## src/rtl/axi_4_mst.sv

```systemverilog
// AXI4-Lite master: turns single-beat local commands into AXI4-Lite write/read transactions.
// Latency: command accepted at edge T0, rsp_valid high in the third cycle after it (zero-wait slave).
// Backpressure: cmd_ready low from acceptance until the response cycle; AXI VALIDs held until READY.
//
// Ports: M_AXI_ACLK / M_AXI_ARESET (synchronous, active-high); cmd_* command side with
// valid/ready; rsp_* one-cycle response pulse with held data/resp; err_timeout sticky flag;
// M_AXI_* standard AXI4-Lite master channels (AW, W, B, AR, R).
// Optional feature macro: AXI_MST_TIMEOUT_EN enables the B/R response-wait timeout and HALT.

`ifndef C_REGISTERS_NUMBER
`define C_REGISTERS_NUMBER 16
`endif
`ifndef C_AXI_DATA_WIDTH
`define C_AXI_DATA_WIDTH 32
`endif

module axi_4_mst #(
  parameter int unsigned TIMEOUT_CYCLES = 256,
  parameter int unsigned ADDR_W         = $clog2(`C_REGISTERS_NUMBER),
  parameter int unsigned DATA_W         = `C_AXI_DATA_WIDTH
) (
  input  logic                M_AXI_ACLK,
  input  logic                M_AXI_ARESET,
  // command / response side
  input  logic                cmd_valid,
  output logic                cmd_ready,
  input  logic                cmd_wr,
  input  logic [ADDR_W-1:0]   cmd_addr,
  input  logic [DATA_W-1:0]   cmd_wdata,
  input  logic [DATA_W/8-1:0] cmd_wstrb,
  output logic                rsp_valid,
  output logic [DATA_W-1:0]   rsp_rdata,
  output logic [1:0]          rsp_resp,
  output logic                err_timeout,
  // write address
  output logic                M_AXI_AWVALID,
  input  logic                M_AXI_AWREADY,
  output logic [ADDR_W-1:0]   M_AXI_AWADDR,
  output logic [2:0]          M_AXI_AWPROT,
  // write data
  output logic                M_AXI_WVALID,
  input  logic                M_AXI_WREADY,
  output logic [DATA_W-1:0]   M_AXI_WDATA,
  output logic [DATA_W/8-1:0] M_AXI_WSTRB,
  // write response
  input  logic                M_AXI_BVALID,
  output logic                M_AXI_BREADY,
  input  logic [1:0]          M_AXI_BRESP,
  // read address
  output logic                M_AXI_ARVALID,
  input  logic                M_AXI_ARREADY,
  output logic [ADDR_W-1:0]   M_AXI_ARADDR,
  output logic [2:0]          M_AXI_ARPROT,
  // read data
  input  logic                M_AXI_RVALID,
  output logic                M_AXI_RREADY,
  input  logic [DATA_W-1:0]   M_AXI_RDATA,
  input  logic [1:0]          M_AXI_RRESP
);

  typedef enum logic [2:0] {IDLE, WR_REQ, WR_RESP, RD_REQ, RD_RESP, HALT} state_t;

  typedef struct packed {
    logic [ADDR_W-1:0]   addr;
    logic [DATA_W-1:0]   wdata;
    logic [DATA_W/8-1:0] wstrb;
  } cmd_t;

  state_t state;
  cmd_t   cmd_q;
  logic   aw_done;
  logic   w_done;

  logic aw_hs;
  logic w_hs;
  assign aw_hs = M_AXI_AWVALID && M_AXI_AWREADY;
  assign w_hs  = M_AXI_WVALID  && M_AXI_WREADY;

  // Address/data buses come straight from the registered command, so they cannot
  // move while the matching VALID is up.
  assign M_AXI_AWADDR = cmd_q.addr;
  assign M_AXI_WDATA  = cmd_q.wdata;
  assign M_AXI_WSTRB  = cmd_q.wstrb;
  assign M_AXI_ARADDR = cmd_q.addr;
  assign M_AXI_AWPROT = 3'b000;
  assign M_AXI_ARPROT = 3'b000;

`ifdef AXI_MST_TIMEOUT_EN
  localparam int unsigned     CNT_W    = $clog2(TIMEOUT_CYCLES);
  localparam logic [CNT_W-1:0] TMO_LAST = CNT_W'(TIMEOUT_CYCLES - 1);
  logic [CNT_W-1:0] tmo_cnt;
`else
  assign err_timeout = 1'b0;
`endif

  always_ff @(posedge M_AXI_ACLK) begin
    if (M_AXI_ARESET) begin
      state         <= IDLE;
      cmd_q         <= '0;
      aw_done       <= 1'b0;
      w_done        <= 1'b0;
      cmd_ready     <= 1'b0;
      rsp_valid     <= 1'b0;
      rsp_rdata     <= '0;
      rsp_resp      <= 2'b00;
      M_AXI_AWVALID <= 1'b0;
      M_AXI_WVALID  <= 1'b0;
      M_AXI_BREADY  <= 1'b0;
      M_AXI_ARVALID <= 1'b0;
      M_AXI_RREADY  <= 1'b0;
`ifdef AXI_MST_TIMEOUT_EN
      tmo_cnt       <= '0;
      err_timeout   <= 1'b0;
`endif
    end else begin
      rsp_valid <= 1'b0;
      case (state)
        IDLE: begin
          // cmd_ready is registered: it is still low the first cycle out of reset,
          // and a command seen then is ignored.
          if (cmd_valid && cmd_ready) begin
            cmd_q.addr  <= cmd_addr;
            cmd_q.wdata <= cmd_wdata;
            cmd_q.wstrb <= cmd_wstrb;
            cmd_ready   <= 1'b0;
            if (cmd_wr) begin
              M_AXI_AWVALID <= 1'b1;
              M_AXI_WVALID  <= 1'b1;
              aw_done       <= 1'b0;
              w_done        <= 1'b0;
              state         <= WR_REQ;
            end else begin
              M_AXI_ARVALID <= 1'b1;
              state         <= RD_REQ;
            end
          end else begin
            cmd_ready <= 1'b1;
          end
        end

        WR_REQ: begin
          // AW and W retire independently; the done flags remember the earlier one.
          if (aw_hs) M_AXI_AWVALID <= 1'b0;
          if (w_hs)  M_AXI_WVALID  <= 1'b0;
          aw_done <= aw_done || aw_hs;
          w_done  <= w_done  || w_hs;
          if ((aw_done || aw_hs) && (w_done || w_hs)) begin
            M_AXI_BREADY <= 1'b1;
            state        <= WR_RESP;
`ifdef AXI_MST_TIMEOUT_EN
            tmo_cnt      <= '0;
`endif
          end
        end

        WR_RESP: begin
          if (M_AXI_BVALID) begin
            M_AXI_BREADY <= 1'b0;
            rsp_valid    <= 1'b1;
            rsp_rdata    <= '0;
            rsp_resp     <= M_AXI_BRESP;
            cmd_ready    <= 1'b1;
            state        <= IDLE;
          end
`ifdef AXI_MST_TIMEOUT_EN
          // Last allowed empty cycle: the count would reach TIMEOUT_CYCLES here.
          else if (tmo_cnt == TMO_LAST) begin
            M_AXI_BREADY <= 1'b0;
            rsp_valid    <= 1'b1;
            rsp_rdata    <= '0;
            rsp_resp     <= 2'b11;
            err_timeout  <= 1'b1;
            state        <= HALT;
          end else begin
            tmo_cnt <= tmo_cnt + 1'b1;
          end
`endif
        end

        RD_REQ: begin
          if (M_AXI_ARREADY) begin
            M_AXI_ARVALID <= 1'b0;
            M_AXI_RREADY  <= 1'b1;
            state         <= RD_RESP;
`ifdef AXI_MST_TIMEOUT_EN
            tmo_cnt       <= '0;
`endif
          end
        end

        RD_RESP: begin
          if (M_AXI_RVALID) begin
            M_AXI_RREADY <= 1'b0;
            rsp_valid    <= 1'b1;
            rsp_rdata    <= M_AXI_RDATA;
            rsp_resp     <= M_AXI_RRESP;
            cmd_ready    <= 1'b1;
            state        <= IDLE;
          end
`ifdef AXI_MST_TIMEOUT_EN
          else if (tmo_cnt == TMO_LAST) begin
            M_AXI_RREADY <= 1'b0;
            rsp_valid    <= 1'b1;
            rsp_rdata    <= '0;
            rsp_resp     <= 2'b11;
            err_timeout  <= 1'b1;
            state        <= HALT;
          end else begin
            tmo_cnt <= tmo_cnt + 1'b1;
          end
`endif
        end

        // Only a reset leaves HALT; cmd_ready stays low.
        HALT: cmd_ready <= 1'b0;

        default: state <= IDLE;
      endcase
    end
  end

endmodule

```

## config.mk

```make
export PLATFORM = sky130hd
export DESIGN_NAME = axi_4_mst
export DESIGN_NICKNAME = d
export VERILOG_FILES = /design/src/rtl/axi_4_mst.sv
export SDC_FILE = /design/constraint.sdc
export NUM_CORES = 1
export LEC_CHECK = 0
export BUFFER_PORTS_ARGS = -buffer_cell sky130_fd_sc_hd__buf_2
export CORE_AREA = 2 2 112 114
export CTS_CLUSTER_SIZE = 25
export DETAILED_ROUTE_END_ITERATION = 16
export DIE_AREA = 0 0 114 116
export PLACE_DENSITY = 0.63
export SYNTH_ARGS = -nofsm -noshare
export SYNTH_HDL_FRONTEND = slang
export SYNTH_SLANG_ARGS = --single-unit
```

## constraint.sdc

```tcl
create_clock -name M_AXI_ACLK -period 1.3 [get_ports M_AXI_ACLK]
set_input_delay 0.065 -clock M_AXI_ACLK [delete_from_list [all_inputs] [get_ports M_AXI_ACLK]]
set_output_delay 0.065 -clock M_AXI_ACLK [all_outputs]
set_load 0.02 [all_outputs]
```

Word level (Yosys, flattened, before mapping)

Cells that the tools add are included.

Bits in registers: 86
Output and inout port bits: 92
Logic and storage cells: 93
Input port bits: 85

Equal/unequal tests: 14
Reduce and logical (&&, ||, !) cells: 23
Bitwise logic cells: 1
Muxes and demuxes: 40

Operators by type and width:

| kind               | count |
|---|---|
| $mux 32            | 2 |
| $pmux 32 s2        | 1 |
| $mux 1             | 18 |
| $ne 2x2->1 const B | 9 |
| $pmux 3 s6         | 1 |
| $pmux 1 s2         | 8 |
| $mux 3             | 5 |
| $reduce_and 3->1   | 5 |
| $reduce_and 4->1   | 3 |
| $reduce_bool 2->1  | 5 |
| $eq 3x2->1 const B | 2 |
| $eq 3x3->1 const B | 2 |
| $mux 2             | 3 |
| $reduce_and 6->1   | 1 |
| $logic_and 1x1->1  | 4 |
| $pmux 1 s4         | 1 |
| $pmux 2 s2         | 1 |
| $reduce_bool 4->1  | 1 |
| $eq 3x1->1 const B | 1 |
| $logic_not 3->1    | 1 |
| $logic_or 1x1->1   | 2 |
| $reduce_and 2->1   | 1 |
| $not 1->1          | 1 |

Depth between registers and ports, before layout

Gate-level depths: netlist of run 1.

Word-level depth: 5
Gate-level depth with buffers: 6
Mapped depth without buffers: 3

Least setup slack after synthesis of run 1

Ideal clock, no wire load.

Path type: reg2reg
Start point: reg cmd_ready
End point: reg cmd_q, in the netlist M_AXI_WDATA[10]
Setup time: 0.070 ns
Cell stages (with the launch flop): 6
Data arrival time: 1.207 ns
Slack: 0.022 ns
Clock period less this slack: 1.278 ns
Cell sequence: dfxtp_1 nor4bb_1 buf_4 buf_6 nand3_1 a21oi_1

Cells in the longest elaborated chain, start to end: 2

RTL lines:

| what                       | RTL line | text |
|---|---|---|
| from (decl)                | 26       | `output logic cmd_ready,` |
| from (signal assigned)     | 102      | `cmd_ready <= 1'b0;` |
| from (signal assigned)     | 125      | `cmd_ready <= 1'b0;` |
| from (signal assigned)     | 137      | `cmd_ready <= 1'b1;` |
| $logic_and 1x1->1          | 121      | `if (cmd_valid && cmd_ready) begin` |
| $reduce_and 2->1 (no line) | n/a      |  |
| to (decl)                  | 70       | `cmd_t cmd_q;` |

Every way passes these cells.
A chain may end at the register's enable or synchronous reset.

Final worst setup path of run 1

Start point: reg state[1]
End point: reg rsp_rdata[1]

Cells in the longest elaborated chain, start to end: 3
Elaborated cells between the ends (all ways): 7
Classes of those cells: 4 x eq/ne; 1 x mux; 2 x reduce/logical

RTL lines:

| what                                                      | RTL line | text |
|---|---|---|
| from (decl)                                               | 69       | `state_t state;` |
| from (signal assigned)                                    | 98       | `state <= IDLE;` |
| from (signal assigned)                                    | 131      | `state <= WR_REQ;` |
| from (signal assigned)                                    | 134      | `state <= RD_REQ;` |
| $eq 3x3->1 or $eq 3x2->1 (tied branches)                  | 117      | `case (state)` |
| $ne 2x2->1 (no line) or $reduce_bool 2->1 (tied branches) | n/a      |  |
| $reduce_and 3->1 (no line)                                | n/a      |  |
| to (signal assigned)                                      | 104      | `rsp_rdata <= '0;` |
| to (signal assigned)                                      | 160      | `rsp_rdata <= '0;` |
| to (signal assigned)                                      | 195      | `rsp_rdata <= M_AXI_RDATA;` |
| to (decl)                                                 | 32       | `output logic [DATA_W-1:0] rsp_rdata,` |

Several ways; a longest one is shown, not always the timed one.

==> metrics.yaml, run 1 <==
route:
  drc: 0
  num_vias: 4084
  viasPerCell: 5.03
  first_pass_iters: 6
  avgRoutedWirePerCell_um: 16.1
  dr.first_iter.drc_count: 227
  ant_nets: 0
  totalWireLength_um: 13100
logic_synthesis:
  synthAdderAreaFrac: 0
  synth_compound_area_frac: 0.212
  syn_area_per_cell_sq_um: 8.35
  synth_seq_cells: 86
  synthMuxAreaShare: 0.0114
  synth_area_leader_cell: "dfxtp_1"
  async_reset_ff_frac: 0
  synth_edf_count: 0
  mappedNetlistArea_sq_mm: 0.00352
  synth-simple-area-share: 0.185
  synth-xor-area-share: 0
  ys_seq_area_frac: 0.489
  post-synth-top-count-cell: "dfxtp_1"
  synthFlopType: "dfxtp_1"
  synth_area_leaders: "dfxtp_1, a21oi_1, nand3_1"
  synthCells: 422
  synth_top_family_by_area: "compound AO/OA/AOI/OAI gates"
  synth_top_area_frac: 0.489
  yosysWarnings: 0
  ys_types: 36
  synth_common_cells: "dfxtp_1, a21oi_1, nand3_1"
clocking:
  cts_sinks: 86
  cts_buffer_depth: 2
  root_buffer: "clkbuf_16"
  cts_buffers: 9
  clk_latency_ns: 0.34
  clkTransAtPathRegs_ns: 0.06
  cts_tree: "done"
  htree_num_levels: 3
finish:
  nFillCells: 1083
  nNetsFinal: 744
  final_cells: 812
  layout-drive-gt1-share: 0.419
  postLayoutCellArea_sq_mm: 0.00601
  area_growth_pct: 70.7
job:
  cap_viol_max_count: 0
global_routing:
  grt_pass1_wl_um: 19300
  grt_overflow_total: 0
  track_usage: 0.185
  grt_max_degree: 41
  grt_pass1_vias: 4044
  antenna_found_initial: 1
sta:
  rsz0062_at_grt: "true"
  fin_tns_setup_ns: -1.01
  hold_viol: 0
  fin_ws_ns: -0.0686
  setup_viol: 42
  period_needed_ns: 1.37
  fin_crit_sh: 1.05
  finalClockSkew_ns: 0.00514
  clock.fmax_ghz: 0.731
  drv_slew: 0
  hold_ws_ns: 0.0188
worst_setup_path:
  path_delay_family: "simple AND/OR/NAND/NOR gates"
  critPathLaunchType: "register"
  r2r-start: "state[1]"
  worst_path_most_repeated_cell: "buf_12"
  path_class: "reg -> reg"
  cp_data_arrival_time_ns: 1.64
  cp-end-kind: "register"
  r2r_slack_ns: -0.07
  r2r_cells: 5
  worst-path-buf-inv: 2
  rr_endpoint: "rsp_rdata[1]"
  crit_path_cell_trace: "buf_12 > and4bb_4 > buf_12 > nand2_1 > a21oi_2"
  critPathMaxFanout: 15
  slowest_delay_ns: 0.39
  cp_slowest_cell: "and4bb_4"
  worst_ep_required_time_ns: 1.57
floorplan:
  num_rows: 40
  core_sq_mm: 0.0119
  die_y_um: 116
  start_util: 0.296
  die_w_um: 114
  boundaryPins: 177
  dieArea_sq_mm: 0.0132
run_status:
  violations: "negative setup slack"
  status: "finished with violations"
worst_hold_path:
  worstHoldPathCells: 3
  hp-class: "in -> reg"
  min_from: "cmd_wdata[6]"
  holdPathEnd: "M_AXI_WDATA[6]"
placement:
  hpwlAfterDp_um: 7480
  post_dp_cell_area_sq_mm: 0.00453
  dpl.cell_count: 715
  place_congestion: 0.779
  io_buffers: 169
power_and_ir_drop:
  ir_drop_v: 0.000612
  total_power_uw: 6520
  p_leak_uw: 0.00259
  powerDensity_mw_per_mm2: 1080
## cell type report
class	instances	area, sq um	share of cell area
Tap cell	147	184	0.0306
Clock buffer	13	270	0.0449
Inverter	9	33.8	0.00562
Antenna cell	1	2.50	0.000416
Clock inverter	3	17.5	0.00291
Multi-Input combinational cell	279	1740	0.289
Sequential cell	86	1730	0.288
Timing Repair Buffer	274	2030	0.338
## layout by cell type, fill, tap and decap left out, types with 4 or more instances in the layout
cell type,Yosys,final
buf_2,20,169
clkbuf_16,0,10
mux2i_1,4,4
nand3_2,0,6
o21ai_1,41,36
buf_6,6,6
nand2_2,0,6
buf_12,0,8
dlygate4sd3_1,0,71
o21ai_2,0,5
buf_4,14,13
conb_1,1,7
inv_1,8,7
a21oi_2,0,22
a21oi_1,81,59
nand2_1,34,25
nand3_1,76,69
dfxtp_1,86,82
## tightest hold or removal path, cell delays in order
cell and delay (ns):
buf_2 0.10, nand3_1 0.09, a21oi_2 0.06
## layer usage
layer	share of wire	global-route usage	vias up	wire length [um]
li1	-	-	1946	-
met1	0.40	0.202	1946	5200
met2	0.52	0.333	172	6740
met3	0.067	0.0523	20	876
met4	0.019	0.0854	0	252
met5	0	0	-	0
## kinds of logic after synthesis
| logic type | count (synthesis) |
|---|---|
| AOI/OAI and AO/OA | 140 |
| and+or+nand+nor | 128 |
| DFF | 86 |
| buffers and inverters | 63 |
| muxes | 4 |
| other | 1 |
## metrics by stage
stage | util | worst slack, ns
5_1_grt | 0.505 | -0.134
2_1_floorplan | - | 0.0221
6_report | 0.505 | -0.0686
4_1_cts | 0.485 | -0.0731
3_5_place_dp | 0.380 | -0.116
3_3_place_gp | 0.380 | -0.0498
## power by group
group / switching [uW] / internal [uW] / total, uW
clock: 1040 / 1450 / 2490
combinational: 615 / 605 / 1220
sequential: 71.1 / 2740 / 2810
total: 1730 / 4790 / 6520
## how the worst max path moves through the flow
stage / start / end / slack, ns / depth (start not counted)
finish: state[1] / rsp_rdata[1] / -0.07 / 5
global route: state[1] / rsp_rdata[1] / -0.13 / 5
CTS: state[1] / M_AXI_WDATA[3] / -0.07 / 6
detailed placement: state[1] / M_AXI_WDATA[6] / -0.12 / 5
global placement: state[1] / M_AXI_WVALID / -0.05 / 5
floorplan: cmd_ready / M_AXI_WDATA[10] / 0.02 / 5
## state kept, by name (all words and copies together) (netlist names), 2 cells and up
register	flops
rsp_resp	2
M_AXI_WDATA	32
rsp_rdata	32
state	3
M_AXI_WSTRB	4
M_AXI_ARADDR	4
## repair_timing
action                                  in CTS  in global routing
endpoints found under the hold margin       71                  0
resized for setup                           25                 58
endpoints found under the setup margin      62                 79
gates cloned                                 4                  2
buffers inserted                             4                  2
pin swaps                                   15                 22
hold buffers                                71                  0
No activity file was read; power rests on OpenSTA's default activity.
==> inputs of run 2 (changes only) <==
==> constraint.sdc (replaced) <==
create_clock -name M_AXI_ACLK -period 1.3 [get_ports M_AXI_ACLK]
set_input_delay 0.13 -clock M_AXI_ACLK [delete_from_list [all_inputs] [get_ports M_AXI_ACLK]]
set_output_delay 0.13 -clock M_AXI_ACLK [all_outputs]
set_load 0.02 [all_outputs]
==> run 2 against run 1 <==
The run still ends with negative setup slack left. Largest power group unchanged. Non-clock buffer count is 70 lower. Clock skew increased by 0.0019 ns. Setup slack better by 0.017 ns. Via count fell by 7.6%. Cell area shrank 13%. Critical path depth is the same. Sequential share of layout area is 4.1 points higher. Sequential power about the same. Fmax increased by 1.3%. Global-route usage down 2.5 points. Combinational power decreased by 15%. Utilization fell by 6.4 points.
==> metrics.yaml, run 2 (synthesis gave the netlist of run 1 again) <==
floorplan:
  num_rows: 40
  boundaryPins: 177
  die_w_um: 114
  die_y_um: 116
  dieArea_sq_mm: 0.0132
  core_sq_mm: 0.0119
  start_util: 0.296
clocking:
  cts_tree: "done"
  root_buffer: "clkbuf_16"
  ctsHoldBuffers: 0
  cts_buffer_depth: 2
  clk_latency_ns: 0.34
  cts_sinks: 86
  htree_num_levels: 3
  clkTransAtPathRegs_ns: 0.06
  cts_buffers: 9
finish:
  postLayoutCellArea_sq_mm: 0.00525
  area_growth_pct: 49.1
  nNetsFinal: 674
  final_util: 0.441
  mostFrequentLayoutCell: "buf_2"
  final_cells: 741
  layout-drive-gt1-share: 0.457
  layout_common_cells: "buf_2, dfxtp_1, a21oi_1"
  nFillCells: 1193
global_routing:
  track_usage: 0.160
  grt_pass1_wl_um: 16800
  grt_max_degree: 41
  grt_pass1_vias: 3570
  grt_overflow_total: 0
  antenna_found_initial: 1
worst_setup_path:
  path_class: "reg -> reg"
  critPathMaxFanout: 36
  cp_data_arrival_time_ns: 1.63
  worst_ep_required_time_ns: 1.58
  cp-end-kind: "register"
  critPathLaunchType: "register"
route:
  first_pass_iters: 4
  ant_nets: 0
  dr.first_iter.drc_count: 226
  avgRoutedWirePerCell_um: 15.3
  drc: 0
  viasPerCell: 5.09
  totalWireLength_um: 11300
  num_vias: 3774
run_status:
  status: "finished with violations"
  violations: "negative setup slack"
power_and_ir_drop:
  powerDensity_mw_per_mm2: 1190
  ir_drop_v: 0.000745
  total_power_uw: 6230
  p_leak_uw: 0.00225
sta:
  fin_crit_sh: 1.04
  finalClockSkew_ns: 0.00709
  hold_ws_ns: 0.0298
  hold_viol: 0
  period_needed_ns: 1.35
  fin_ws_ns: -0.0515
  rsz0062_at_grt: "true"
  clock.fmax_ghz: 0.740
  setup_viol: 13
  drv_slew: 0
placement:
  dpl.cell_count: 716
  io_buffers: 169
  post_dp_cell_area_sq_mm: 0.00454
  place_congestion: 0.780
  hpwlAfterDp_um: 7460
worst_hold_path:
  hp-class: "in -> reg"
job:
  cap_viol_max_count: 0
==> run 2: changes by cell type in the layout (fill, tap and decap cells not counted), moves of 3 or more <==
cell,delta
buf_16,-3
buf_4,+4
dlygate4sd3_1,-71
nand2_1,+9
nand2_2,-6
nand2_4,-3
nand3_1,-14
nand3_2,+11
nand3_4,+3
o21ai_1,+5
o21ai_2,-5
==> run 2: metal layers <==
metal,routed length [um],vias to the layer above,track usage
li1,-,1818,-
met1,4640,1792,0.186
met2,5700,147,0.273
met3,812,17,0.0554
met4,182,0,0.0626
met5,0,-,0
==> run 2: area by class of cell <==
type / count / area [sq um] / share of cell area
clock inverters: 1 / 5.00 / 0.000953
inverters: 9 / 33.8 / 0.00643
flip-flops and latches: 86 / 1730 / 0.329
multi-input cells: 279 / 1740 / 0.331
diodes: 1 / 2.50 / 0.000476
clock buffers: 14 / 264 / 0.0503
repair buffers: 204 / 1290 / 0.246
well taps: 147 / 184 / 0.0350
==> run 2: final timing paths <==
check,start,end,slack (ns),cells after the start
setup reg to reg,state[0],rsp_resp[1],-0.05,5
hold / removal,M_AXI_RDATA[24],rsp_rdata[24],0.03,3
hold reg to reg,M_AXI_BREADY,M_AXI_BREADY,0.46,2
setup / recovery,state[0],rsp_resp[1],-0.05,5
==> run 2: worst max-delay path: stages, from the launching register on <==
cell	delay (ns)
dfxtp_4	0.38
buf_6	0.12
nand4bb_1	0.22
buf_12	0.23
a31o_1	0.23
a21oi_1	0.10
==> run 2: power by group <==
| part | switching [uW] | internal [uW] |
|---|---|---|
| Clock | 992 | 1390 |
| Combinational | 579 | 460 |
| Sequential | 70.2 | 2740 |
| Total | 1640 | 4590 |
==> run 2: repair_timing <==
item,CTS,global route
pin swaps,6,28
setup endpoints to repair,76,75
buffers inserted,5,2
gates cloned,2,3
gates resized for setup,21,54
==> run 2: stage by stage <==
stage               setup TNS, ns  setup slack (ns)
floorplan                       0            0.0221
global placement           -0.566           -0.0489
detailed placement          -3.05           -0.0878
CTS                        -0.286           -0.0452
global route                -4.34           -0.0955
finish                     -0.159           -0.0515
==> inputs of run 3 (changes only) <==
CORE_AREA = 2 2 95 134   (was 2 2 112 114)
DIE_AREA = 0 0 97 136   (was 0 0 114 116)
==> run 3 against run 2 <==
The flow still finishes with violations (negative setup slack). Die area decreased by 0.24%. Non-clock buffer count decreased by 2. Via count decreased by 0.56%. Count of clock-buffer cells in the layout decreased by 5. Worst hold slack got worse by 0.0021 ns. Global-route usage decreased by 0.89 points. Register-to-register slack improved by 0.03 ns. Cell count increased by 0.13%. Critical endpoint is now M_AXI_WDATA[31].
==> metrics.yaml, run 3 (synthesis gave the netlist of run 1 again) <==
placement:
  place_ws_ns: -0.149
  post_dp_cell_area_sq_mm: 0.00451
  hpwlAfterDp_um: 7410
  io_buffers: 169
  place_congestion: 0.817
power_and_ir_drop:
  powerDensity_mw_per_mm2: 1250
  total_power_uw: 6520
  p_leak_uw: 0.00227
  ir_drop_v: 0.000625
finish:
  mostFrequentLayoutCell: "buf_2"
  antenna_cells: 0
  nNetsFinal: 672
  layout_common_cells: "buf_2, dfxtp_1, nand3_1"
  postLayoutCellArea_sq_mm: 0.00522
  layout-drive-gt1-share: 0.461
  area_growth_pct: 48.1
  final_util: 0.432
global_routing:
  grt_max_degree: 40
  grt_pass1_vias: 3488
  grt_overflow_total: 0
  grt_pass1_wl_um: 16400
  track_usage: 0.151
  antenna_found_initial: 0
sta:
  setup_viol: 8
  rsz0062_at_grt: "true"
  finalClockSkew_ns: 0.00721
  fin_crit_sh: 1.02
  fin_ws_ns: -0.0220
  hold_ws_ns: 0.0277
  hold_viol: 0
  period_needed_ns: 1.32
  clock.fmax_ghz: 0.756
  drv_slew: 0
route:
  num_vias: 3753
  viasPerCell: 5.06
  ant_nets: 0
  totalWireLength_um: 11200
  avgRoutedWirePerCell_um: 15.1
  first_pass_iters: 4
  dr.first_iter.drc_count: 144
  drc: 0
worst_setup_path:
  r2r-start: "state[1]"
  r2r_cells: 4
  cp-end-kind: "register"
  path_class: "reg -> reg"
  worst_ep_required_time_ns: 1.52
  critPathMaxFanout: 35
  cp_data_arrival_time_ns: 1.54
  r2r_slack_ns: -0.02
  critPathLaunchType: "register"
  rr_endpoint: "M_AXI_WDATA[31]"
floorplan:
  dieArea_sq_mm: 0.0132
  die_y_um: 136
  start_util: 0.292
  die_w_um: 97
  core_sq_mm: 0.0121
  boundaryPins: 177
  num_rows: 48
clocking:
  htree_num_levels: 3
  clkTransAtPathRegs_ns: 0.07
  clk_latency_ns: 0.33
  cts_buffer_depth: 2
  cts_sinks: 86
  root_buffer: "clkbuf_16"
  cts_tree: "done"
  cts_buffers: 9
worst_hold_path:
  worstHoldPathCells: 3
  holdPathEnd: "rsp_rdata[4]"
  min_from: "M_AXI_RDATA[4]"
  hp-class: "in -> reg"
job:
  cap_viol_max_count: 0
run_status:
  violations: "negative setup slack"
  status: "finished with violations"
## run 3: worst max-delay path by stage
| stage | from | to |
|---|---|---|
| floorplan | cmd_ready | M_AXI_WDATA[10] |
| CTS | state[1] | rsp_rdata[29] |
| global route | state[1] | M_AXI_WDATA[31] |
| detailed placement | state[1] | M_AXI_WSTRB[2] |
| finish | state[1] | M_AXI_WDATA[31] |
| global placement | state[1] | M_AXI_WDATA[3] |
## run 3: power by group
part | internal [uW] | total [uW] | switching, uW
Combinational | 419 | 962 | 544
Clock | 1690 | 2750 | 1050
Sequential | 2740 | 2810 | 73.9
Total | 4850 | 6520 | 1670
## run 3: per-stage QoR
step / TNS, ns / instances
final: -0.0990 / 742
after global routing: -3.26 / 742
after CTS: -0.0993 / 735
after detailed placement: -6.72 / 717
after global placement: -5.37 / 717
after floorplan: 0 / 428
## run 3: area by class of cell
type / instances / area, sq um
Sequential cell: 86 / 1730
Tap cell: 150 / 188
Clock buffer: 9 / 225
Clock inverter: 7 / 96.3
Timing Repair Buffer: 202 / 1280
Fill cell: 1200 / 6850
Multi-Input combinational cell: 279 / 1660
Inverter: 9 / 33.8
## run 3: timing repair
action	in CTS	in global routing
gates cloned	0	5
hold buffers	0	0
endpoints found under the setup margin	79	78
buffers inserted	2	2
pin swaps	1	28
resized for setup	10	58
## run 3: worst max-delay path, stage by stage (launching register included)
cell and delay (ns):
dfxtp_4 0.37, nand4bb_2 0.34, buf_12 0.23, o21ai_1 0.18, a21oi_2 0.07
## run 3: layer usage
metal  GRT usage  vias up  wire, um
li1            -     1803         -
met1       0.170     1775      4410
met2       0.269      162      5760
met3      0.0504       13       869
met4      0.0532        0       189
met5           0        -         0
